`src/rtl/scoreboard_ssd_driver.sv`:
```
// -----------------------------------------------------------------------------
// scoreboard_ssd_driver
//
// Drives a 4-digit multiplexed, active-low seven-segment display from the game
// controller's score and lives outputs. A free-running refresh counter walks
// the four digit slots, with a short blanking window at the start of each slot
// to avoid ghosting. The inputs are captured into shadow registers once per
// scan frame, so a frame never shows a mix of old and new values. The lives
// digit flashes for a number of frames after a life is lost, "LOSE" is shown
// in the lose state, and the whole display blinks in the win state.
//
// State table:
//   SCAN  | normal display: lives, dash, tens, ones (left to right)
//   FLASH | as SCAN, lives digit blank on frames where flash_cnt[0]=1
//   LOSE  | shows "LOSE"
//   WIN   | as SCAN, all digits blank on frames where the parity bit is 1
//
// Ports:
//   clk         in   system clock
//   rst         in   asynchronous, active-high reset
//   score_ones  in   [3:0] BCD score units digit
//   score_tens  in   [3:0] BCD score tens digit
//   lives       in   [3:0] remaining lives, binary
//   game_over   in   level, controller is in its LOSE state
//   game_won    in   level, controller is in its WIN state
//   an          out  [3:0] anode enables, active-low, an[0] = rightmost digit
//   ssd         out  [6:0] segments {G,F,E,D,C,B,A}, active-low
//   dp          out  decimal point, active-low, always off
//
// Build option:
//   SSD_LZ_BLANK_EN  when defined, a tens digit of 0 is shown blank in
//                    SCAN, FLASH and WIN; otherwise it is shown as "0".
// -----------------------------------------------------------------------------
module scoreboard_ssd_driver #(
    parameter int CNT_W        = 20,
    parameter int DEAD_BITS    = 8,
    parameter int FLASH_FRAMES = 16
) (
    input  logic       clk,
    input  logic       rst,
    input  logic [3:0] score_ones,
    input  logic [3:0] score_tens,
    input  logic [3:0] lives,
    input  logic       game_over,
    input  logic       game_won,
    output logic [3:0] an,
    output logic [6:0] ssd,
    output logic       dp
);

    localparam int SLOT_W = CNT_W - 2;
    localparam logic [SLOT_W-1:0] DEAD_LIM = {{(SLOT_W-1){1'b0}}, 1'b1} << DEAD_BITS;
    localparam logic [7:0] FLASH_LOAD = 8'(FLASH_FRAMES - 1);

    localparam logic [6:0] SEG_BLANK = 7'b1111111;
    localparam logic [6:0] SEG_DASH  = 7'b0111111;
    localparam logic [6:0] SEG_L     = 7'b1000111;
    localparam logic [6:0] SEG_O     = 7'b1000000;
    localparam logic [6:0] SEG_S     = 7'b0010010;
    localparam logic [6:0] SEG_E     = 7'b0000110;

    typedef enum logic [1:0] {
        S_SCAN  = 2'd0,
        S_FLASH = 2'd1,
        S_LOSE  = 2'd2,
        S_WIN   = 2'd3
    } state_t;

    state_t           r_state;
    logic [CNT_W-1:0] r_cnt;
    logic [3:0]       r_ones;
    logic [3:0]       r_tens;
    logic [3:0]       r_lives;
    logic [3:0]       r_lives_prev;
    logic             r_over;
    logic             r_won;
    logic [7:0]       r_flash_cnt;
    logic             r_parity;
    logic [3:0]       r_an;
    logic [6:0]       r_ssd;
    logic             r_dp;

    logic             w_frame_end;
    logic [1:0]       w_slot;
    logic             w_dead;
    logic             w_lives_drop;
    logic [6:0]       w_tens_seg;
    logic [6:0]       w_lives_seg;
    logic [3:0]       w_an;
    logic [6:0]       w_ssd;

    // Anything outside 0..9 (including X from an unreset controller) is blank.
    function automatic logic [6:0] seg7(input logic [3:0] v);
        case (v)
            4'd0:    seg7 = 7'b1000000;
            4'd1:    seg7 = 7'b1111001;
            4'd2:    seg7 = 7'b0100100;
            4'd3:    seg7 = 7'b0110000;
            4'd4:    seg7 = 7'b0011001;
            4'd5:    seg7 = 7'b0010010;
            4'd6:    seg7 = 7'b0000010;
            4'd7:    seg7 = 7'b1111000;
            4'd8:    seg7 = 7'b0000000;
            4'd9:    seg7 = 7'b0010000;
            default: seg7 = SEG_BLANK;
        endcase
    endfunction

    assign w_frame_end = &r_cnt;
    assign w_slot      = r_cnt[CNT_W-1:CNT_W-2];
    assign w_dead      = r_cnt[SLOT_W-1:0] < DEAD_LIM;

    // Compared against the value being loaded this boundary; the current lives
    // shadow becomes lives_prev. An out-of-range previous value never flashes.
    assign w_lives_drop = (r_lives <= 4'd9) && (lives < r_lives);

    always_comb begin
        w_tens_seg = seg7(r_tens);
`ifdef SSD_LZ_BLANK_EN
        if (r_tens == 4'd0) begin
            w_tens_seg = SEG_BLANK;
        end
`endif
        w_lives_seg = seg7(r_lives);
        if (r_state == S_FLASH && r_flash_cnt[0]) begin
            w_lives_seg = SEG_BLANK;
        end

        if (r_state == S_LOSE) begin
            case (w_slot)
                2'd0:    w_ssd = SEG_E;
                2'd1:    w_ssd = SEG_S;
                2'd2:    w_ssd = SEG_O;
                default: w_ssd = SEG_L;
            endcase
        end else begin
            case (w_slot)
                2'd0:    w_ssd = seg7(r_ones);
                2'd1:    w_ssd = w_tens_seg;
                2'd2:    w_ssd = SEG_DASH;
                default: w_ssd = w_lives_seg;
            endcase
            if (r_state == S_WIN && r_parity) begin
                w_ssd = SEG_BLANK;
            end
        end

        w_an = ~(4'b0001 << w_slot);
        if (w_dead) begin
            w_an  = 4'b1111;
            w_ssd = SEG_BLANK;
        end
    end

    always_ff @(posedge clk or posedge rst) begin
        if (rst) begin
            r_state      <= S_SCAN;
            r_cnt        <= '0;
            r_ones       <= '0;
            r_tens       <= '0;
            r_lives      <= '0;
            r_lives_prev <= '0;
            r_over       <= 1'b0;
            r_won        <= 1'b0;
            r_flash_cnt  <= '0;
            r_parity     <= 1'b0;
            r_an         <= 4'b1111;
            r_ssd        <= SEG_BLANK;
            r_dp         <= 1'b1;
        end else begin
            r_cnt <= r_cnt + 1'b1;
            r_an  <= w_an;
            r_ssd <= w_ssd;
            r_dp  <= 1'b1;

            if (w_frame_end) begin
                r_ones       <= score_ones;
                r_tens       <= score_tens;
                r_lives      <= lives;
                r_lives_prev <= r_lives;
                r_over       <= game_over;
                r_won        <= game_won;

                if (game_over) begin
                    r_state <= S_LOSE;
                end else if (game_won) begin
                    // First WIN frame is visible; parity flips on every
                    // boundary spent in WIN after that.
                    r_parity <= (r_state == S_WIN) ? ~r_parity : 1'b0;
                    r_state  <= S_WIN;
                end else begin
                    case (r_state)
                        S_SCAN, S_FLASH: begin
                            if (w_lives_drop) begin
                                r_state     <= S_FLASH;
                                r_flash_cnt <= FLASH_LOAD;
                            end else if (r_state == S_FLASH) begin
                                if (r_flash_cnt == 8'd0) begin
                                    r_state <= S_SCAN;
                                end else begin
                                    r_flash_cnt <= r_flash_cnt - 8'd1;
                                end
                            end
                        end
                        default: r_state <= S_SCAN;
                    endcase
                end
            end
        end
    end

    assign an  = r_an;
    assign ssd = r_ssd;
    assign dp  = r_dp;

endmodule
```
`config.mk`:
```
export PLATFORM = sky130hd
export DESIGN_NAME = scoreboard_ssd_driver
export DESIGN_NICKNAME = d
export VERILOG_FILES = /design/src/rtl/scoreboard_ssd_driver.sv
export SDC_FILE = /design/constraint.sdc
export NUM_CORES = 1
export LEC_CHECK = 0
export BUFFER_PORTS_ARGS = -buffer_cell sky130_fd_sc_hd__buf_2
export CAP_MARGIN = 30
export CORE_ASPECT_RATIO = 0.75
export CORE_MARGIN = 2
export CORE_UTILIZATION = 25
export DETAILED_ROUTE_END_ITERATION = 12
export SYNTH_ARGS = -nofsm -noshare
export SYNTH_HDL_FRONTEND = slang
export SYNTH_SLANG_ARGS = --single-unit
export TNS_END_PERCENT = 100
```
`constraint.sdc`:
```
create_clock -name clk -period 2.7 [get_ports clk]
set_clock_uncertainty 0.15 [all_clocks]
set_input_delay 0.27 -clock clk [delete_from_list [all_inputs] [get_ports clk]]
set_output_delay 0.27 -clock clk [all_outputs]
set_load 0.05 [all_outputs]
```
======== Word-level counts from Yosys, hierarchy flattened ========
Memory sizes are Yosys's and may differ from the RTL's.
Index checks and enable logic that the tools add are counted.
storage, ports and cells
  output and inout port bits .............. 12
  ROM bits ................................ 336
  register bits ........................... 54
  memories kept ........................... 3
memory list
  memory            depth  width  rd ports  clocked after Yosys merged registers in  write ports  line  text
  (name not given)  16     7      1         0                                        0            94    case (v)
  (name not given)  16     7      1         0                                        0            94
  (name not given)  16     7      1         0                                        0            94
operators by class
  shift operators ......................... 1
  reductions and logical operators ........ 12
  eq/ne operators ......................... 8
  add/subtract/negate cells ............... 2
  bitwise operators ....................... 4
  magnitude comparators ................... 3
  mux-type cells .......................... 17
operators by type and width
  cell                   count
  $reduce_and 22->1      2
  $pmux 7 s3             2
  $mux 7                 4
  $reduce_and 25->1      1
  $mux 8                 3
  $add 20x1->20 const B  1
  $reduce_and 20->1      1
  $lt 18x9->1 const B    1
  $mux 2                 6
  $ne 5x5->1 const B     2
  $logic_not 8->1        1
  $sub 8x1->8 const B    1
  $eq 2x2->1 const B     3
  $eq 2x1->1 const B     2
  $le 4x4->1 const B     1
  $logic_not 2->1        2
  $lt 4x4->1             1
  $mux 4                 1
  $not 4->4              1
  $shl 1x2->4 const A    1
  $logic_and 1x1->1      3
  $not 1->1              3
  $ne 2x2->1 const B     1
  $reduce_bool 2->1      1
  other kinds (2)        2

======== Depth between registers and ports, before layout ========
Gate-level depths: netlist of the first run.
  word-level depth ........................ 7
  mapped depth ............................ 8
  mapped depth without buffers ............ 7

======== Worst setup path before layout of the first run ========
No wires, ideal clock.
  path kind ............................... flip-flop to flip-flop
  start ................................... register r_lives[2]
  end ..................................... register r_flash_cnt[0]
  cell stages (with the launch flop) ...... 9
  path buffers ............................ 1
  period minus slack after synthesis ...... 1.975 ns
  slack ................................... 0.725 ns
  required time ........................... 2.456 ns
  data arrival time ....................... 1.731 ns
  path through ............................ dfrtp_1 > buf_6 > inv_4 > ha_1 > a21oi_1 > o21ai_1 > a221oi_1 > nor3_1 > a211oi_1
on the way
  cells in the longest elaborated chain, start to end .. 4
  elaborated cells on any way between the ends .. 7
ends and longest elaborated chain
  item                                                              line  text
  start: declaration                                                73    logic [3:0] r_lives;
  start signal: assignment                                          179   r_lives <= lives;
  $le 4x4->1 / $lt 4x4->1 (equally long branches)                   115   assign w_lives_drop = (r_lives <= 4'd9) && (lives < r_lives);
  $logic_and 1x1->1 *                                               115
  $ne 2x2->1 (no line) / $reduce_bool 2->1 (equally long branches)  -
  $reduce_and 25->1 (no line)                                       -
  end signal: assignment                                            201   r_flash_cnt <= r_flash_cnt - 8'd1;
  end: declaration                                                  77    logic [7:0] r_flash_cnt;
Every way passes the cells marked *; elsewhere a longest branch is shown, timed or not.
A chain may end at the register's enable or synchronous reset.

======== Final worst setup path of the first run ========
Ends and elaborated chain as after synthesis.

==> impl_metrics.ini, run 1 <==
[detailed_routing]
drcViolationCount = 0
num_vias = 2586
viasPerCell = 4.63
wl_per_cell_um = 13.1
first_iter_violations = 161
routed_wl_um = 7330
antenna_left = 0
firstDrtPassIters = 4

[pwr]
clkPwrFrac = 0.445
seq_power_share = 0.520
power.density_mw_per_mm2 = 409
p_sw_frac = 0.217
combinationalPowerShare = 0.034
switchingPower_uw = 338
intPower_uw = 1220
p_leak_uw = 0.00168
peakVddDrop_uv = 266

[floorplanning]
rows = 36
die-area_mm2 = 0.0146
coreArea_mm2 = 0.0132
start_util = 0.259
die_w_um = 139
fp.dieH_um = 105
ios = 28

[critical_path]
rr_worst_depth = 7
start_kind = flop
crit_path_max_incr_delay_ns = 0.60
crit_slowest_cell = a221oi_1
arrival_ns = 2.44
cp.required_ns = 2.75
path_cells = inv_4 > ha_1 > a21oi_1 > o21ai_1 > a221oi_1 > nor3_1 > a211oi_1
crit_path_max_fanout = 9
criticalPathCategory = reg2reg
endpoint_kind = flop

[global_routing]
grt_pass1_vias = 2475
grt_pass1_wl_um = 12200
grt_overflow = 0
grt_use_total = 0.102
antenna_found_initial = 0
grt_max_degree = 20

[sta]
fin_ws_ns = 0.315
relSlewSlack = 0.544
layout_min_cycle_time_ns = 2.38
max_freq_mhz = 419
finalCritPeriodShare = 0.883
setup_viol = 0
rsz0062_at_grt = false
tightest_slew_ns = 0.684
fin_tns_setup_ns = 0
hold_violations = 0
maxSlewViolCount = 0

[final_layout]
regArea_mm2 = 0.00137
fin_nets = 432
multiInputGateArea_mm2 = 0.00181
fillCellCount = 1411
diodes = 0
area_growth_pct = 12.3
drive_above_1_share = 0.188

[synth]
synth_cell_types = 64
syn_inst = 362
synth-warning-count = 0
syn_nets = 407
yosys_register_bits = 54
async_flop_share = 1.00
synth_area_per_cell_um2 = 9.41
synthFlopType = dfrtp_1
ys_seq_area_frac = 0.401
synthesis.area_mm2 = 0.00341
synth_edf_count = 0

[clocking]
numCtsBuffers = 5
insertion_delay_ns = 0.30
clkSlewWorstSetupHoldPaths_ns = 0.07
cts_sinks = 54
root_buffer = clkbuf_16
cts_max_path_buffers = 2
cts_tree = done
htree_levels = 2
cts_resized = 0

[outcome]
status = complete, no violations

[min_path]
hold-path-cell-count = 3
hp-class = in2reg

[placed_design]
gp_congestion = 0.821
io_buffers = 26
place_hpwl_um = 5570
pre_cts_ws_ns = 0.390

[job]
drv_cap = 0
==> registers in the layout, summed over array words and instances, names as in the netlist <==
name,cells
r_ones,4
r_flash_cnt,8
r_parity,1
r_tens,4
r_lives,4
an,4
ssd,7
r_cnt,20
r_state,2
==> through the flow <==
stage               utilization  hold WS, ns  instances  total power, uW  cell area [um^2]
floorplan                     -        0.233        362              862              3410
global placement          0.278        0.144        550              881              3650
detailed placement        0.278        0.145        550              882              3650
CTS                       0.291       0.0141        559             1590              3820
global route              0.291       0.0247        559             1620              3820
finish                    0.291       0.0216        559             1560              3820
==> Yosys cell counts, types with 5 or more instances <==
master | number | area share
a21oi_1 | 19 | 0.028
dfrtp_1 | 43 | 0.32
dfstp_2 | 11 | 0.085
ha_1 | 29 | 0.11
inv_1 | 25 | 0.028
nand2_1 | 51 | 0.056
nand3_1 | 14 | 0.021
nand4_1 | 5 | 0.0092
nor2_1 | 19 | 0.021
o211ai_1 | 9 | 0.020
o21ai_0 | 24 | 0.035
o21ai_2 | 8 | 0.021
xnor2_1 | 10 | 0.026
xor2_1 | 8 | 0.021
==> per-layer routing <==
| metal | GRT usage | up-vias | wire (um) |
|---|---|---|---|
| li1 | - | 1307 | - |
| met1 | 0.150 | 1235 | 3900 |
| met2 | 0.154 | 38 | 3120 |
| met3 | 0.0179 | 6 | 239 |
| met4 | 0.0260 | 0 | 70 |
| met5 | 0 | - | 0 |
==> timing repair <==
item                                   CTS  global route
endpoints found under the hold margin   17             0
hold buffers                             1             0
setup buffers                            0             0
==> final cells by class <==
class | instances | share of cell area
clock inverter | 1 | 0.00229
multi-input combinational | 268 | 0.473
inverter | 27 | 0.0272
clock buffer | 7 | 0.0399
timing repair buffer | 31 | 0.0445
sequential | 54 | 0.357
tap | 171 | 0.0560
==> power by group through the flow <==
| stage | Sequential [uW] | Combinational [uW] | Clock, uW |
|---|---|---|---|
| 5_1_grt | 813 | 62.0 | 748 |
| 4_1_cts | 813 | 55.5 | 718 |
| 2_1_floorplan | 826 | 35.9 | 0 |
| 6_report | 813 | 53.8 | 696 |
| 3_5_place_dp | 828 | 54.0 | 0 |
| 3_3_place_gp | 828 | 53.4 | 0 |
==> cells in the final DEF, fill, tap and decap left out, types with 8 or more instances in the layout <==
cell       n
nand2_1   51
dfrtp_1   43
ha_1      29
buf_2     26
inv_1     24
o21ai_0   24
a21oi_1   19
nor2_1    19
nand3_1   14
dfstp_2   11
xnor2_1   10
o211ai_1   9
o21ai_2    8
xor2_1     8
==> worst max-delay path, delay by kind of cell (launching register included) <==
kind,cells,cell delay [ns]
flip-flops,1,0.53
AND/OR/NAND/NOR,1,0.12
AO/OA/AOI/OAI,4,1.10
adder cells (fa/ha/maj),1,0.31
buffers and inverters,1,0.08
==> final timing paths <==
check                         startpoint              to  slack, ns
max                           r_lives[2]  r_flash_cnt[0]       0.32
min                        score_tens[2]       r_tens[2]       0.02
max reg2reg                   r_lives[2]  r_flash_cnt[0]       0.32
min reg2reg                     r_cnt[7]        r_cnt[7]       0.33
max in group asynchronous            rst           an[3]       1.36
min in group asynchronous            rst       r_cnt[14]       0.37
==> cell families (layout without fill, tap and decap cells) <==
kind of cell / after synthesis / in the layout / synth area share
AO/OA/AOI/OAI: 92 / 92 / 0.179
XOR/XNOR: 18 / 18 / 0.0463
adder cells (fa/ha/maj): 29 / 29 / 0.107
buffers and inverters: 40 / 66 / 0.0680
flip-flops: 54 / 54 / 0.401
multiplexers: 3 / 3 / 0.00882
other: 1 / 1 / 0.00110
AND/OR/NAND/NOR: 125 / 125 / 0.190
No activity file was read; power rests on OpenSTA's default activity.
==> inputs of run 2 (changes only) <==
- GPL_TIMING_DRIVEN: unset -> 0
==> impl_metrics.ini, run 2 (synthesized netlist as in run 1, its figures left out) <==
[outcome]
status = complete, no violations

[job]
drv_cap = 0

[global_routing]
grt_pass1_vias = 2538
grt_pass1_wl_um = 12700
grt_use_total = 0.106
antenna_found_initial = 0
grt_overflow = 0
grt_max_degree = 41

[sta]
maxSlewViolCount = 0
setup_viol = 0
tightest_slew_ns = 0.706
fin_ws_ns = 0.399
relSlewSlack = 0.529
worst_hold_slack_ns = 0.0213
max_freq_mhz = 435
finalCritPeriodShare = 0.852
hold_violations = 0
layout_min_cycle_time_ns = 2.30
rsz0062_at_grt = false
fin_tns_setup_ns = 0

[floorplanning]
ios = 28
fp.dieH_um = 105
die-area_mm2 = 0.0146
start_util = 0.259
coreArea_mm2 = 0.0132
rows = 36
die_w_um = 139

[final_layout]
top_register = r_cnt
fin_nets = 442
final_cell_mix = nand2_1, dfrtp_1, ha_1, buf_2
drive_above_1_share = 0.201
fin_area_mm2 = 0.00395
mostFrequentLayoutCell = nand2_1
fillCellCount = 1372
final_util = 0.300
diodes = 0
largest_register_ffs = 20
area_growth_pct = 16.0

[placed_design]
io_buffers = 26
place_hpwl_um = 5570
place_area_mm2 = 0.00377
pre_cts_ws_ns = 0.412
gp_congestion = 0.820

[clocking]
numCtsBuffers = 5
clkSlewWorstSetupHoldPaths_ns = 0.08
cts_resized = 0
cts_tree = done
root_buffer = clkbuf_16
htree_levels = 2
cts_sinks = 54
insertion_delay_ns = 0.30
cts_max_path_buffers = 2

[detailed_routing]
firstDrtPassIters = 4
viasPerCell = 4.63
num_vias = 2632
drcViolationCount = 0
routed_wl_um = 7530
first_iter_violations = 224
wl_per_cell_um = 13.2
antenna_left = 0

[critical_path]
criticalPathCategory = reg2reg
start_kind = flop
crit_path_max_fanout = 7
cp.required_ns = 2.74
arrival_ns = 2.34
endpoint_kind = flop

[pwr]
power.density_mw_per_mm2 = 413
p_leak_uw = 0.00172
peakVddDrop_uv = 257

[min_path]
hp-class = in2reg
run 2: changes by cell type in the layout (fill, tap and decap cells not counted):
| cell | delta |
|---|---|
| buf_6 | +4 |
| buf_12 | +3 |
| buf_4 | -3 |
| clkbuf_1 | +3 |
| buf_2 | +2 |
| clkinvlp_4 | +2 |
| bufinv_16 | +1 |
| clkbuf_8 | -1 |
| clkinv_4 | -1 |
run 2: metal layers:
layer	routed length, um	share of wire	GRT usage
met1	4130	0.55	0.165
met2	3000	0.40	0.148
met3	343	0.046	0.0192
met4	56	0.0074	0.0274
met5	0	0	0
run 2: what timing repair did:
item / in CTS / in global routing
hold buffers: 1 / 0
hold endpoints to repair: 13 / 0
setup buffers: 0 / 0
run 2: final cells by class:
cell class	instances	area, um^2	area share
multi-input cells	268	1810	0.458
clock buffers	5	125	0.0317
repair buffers	28	160	0.0405
inverters	27	104	0.0263
plain buffers	13	128	0.0323
flip-flops and latches	54	1370	0.346
well taps	171	214	0.0542
clock inverters	3	45.0	0.0114
run 2: worst paths after layout:
kind                                        to          start  cells after the start  slack, ns
max in group asynchronous               ssd[0]            rst                      4       1.48
worst min-delay path                 r_ones[3]  score_ones[3]                      3       0.02
worst min register to register        r_cnt[7]       r_cnt[7]                      1       0.33
worst max register to register  r_flash_cnt[1]     r_lives[1]                      7       0.40
min in group asynchronous             r_cnt[2]            rst                      3       0.32
worst max-delay path            r_flash_cnt[1]     r_lives[1]                      7       0.40
run 2: critical path, stage by stage, from the launching register on:
cell	delay (ns)
dfrtp_1	0.40
inv_1	0.14
ha_1	0.30
nand2_1	0.05
o21ai_1	0.20
a221o_1	0.38
nand4_1	0.31
o21a_1	0.26
run 2: power by group:
part | total, uW | internal (uW) | switching [uW] | leakage (uW)
clock network | 759 | 438 | 321 | 0.0000760
logic | 62.5 | 23.7 | 38.8 | 0.00103
registers | 811 | 810 | 0.896 | 0.000621
total | 1630 | 1270 | 360 | 0.00172
run 2: through the flow:
step / cells / power (uW)
finish: 569 / 1630
CTS: 569 / 1660
global placement: 559 / 884
global route: 569 / 1700
floorplan: 362 / 862
detailed placement: 560 / 889
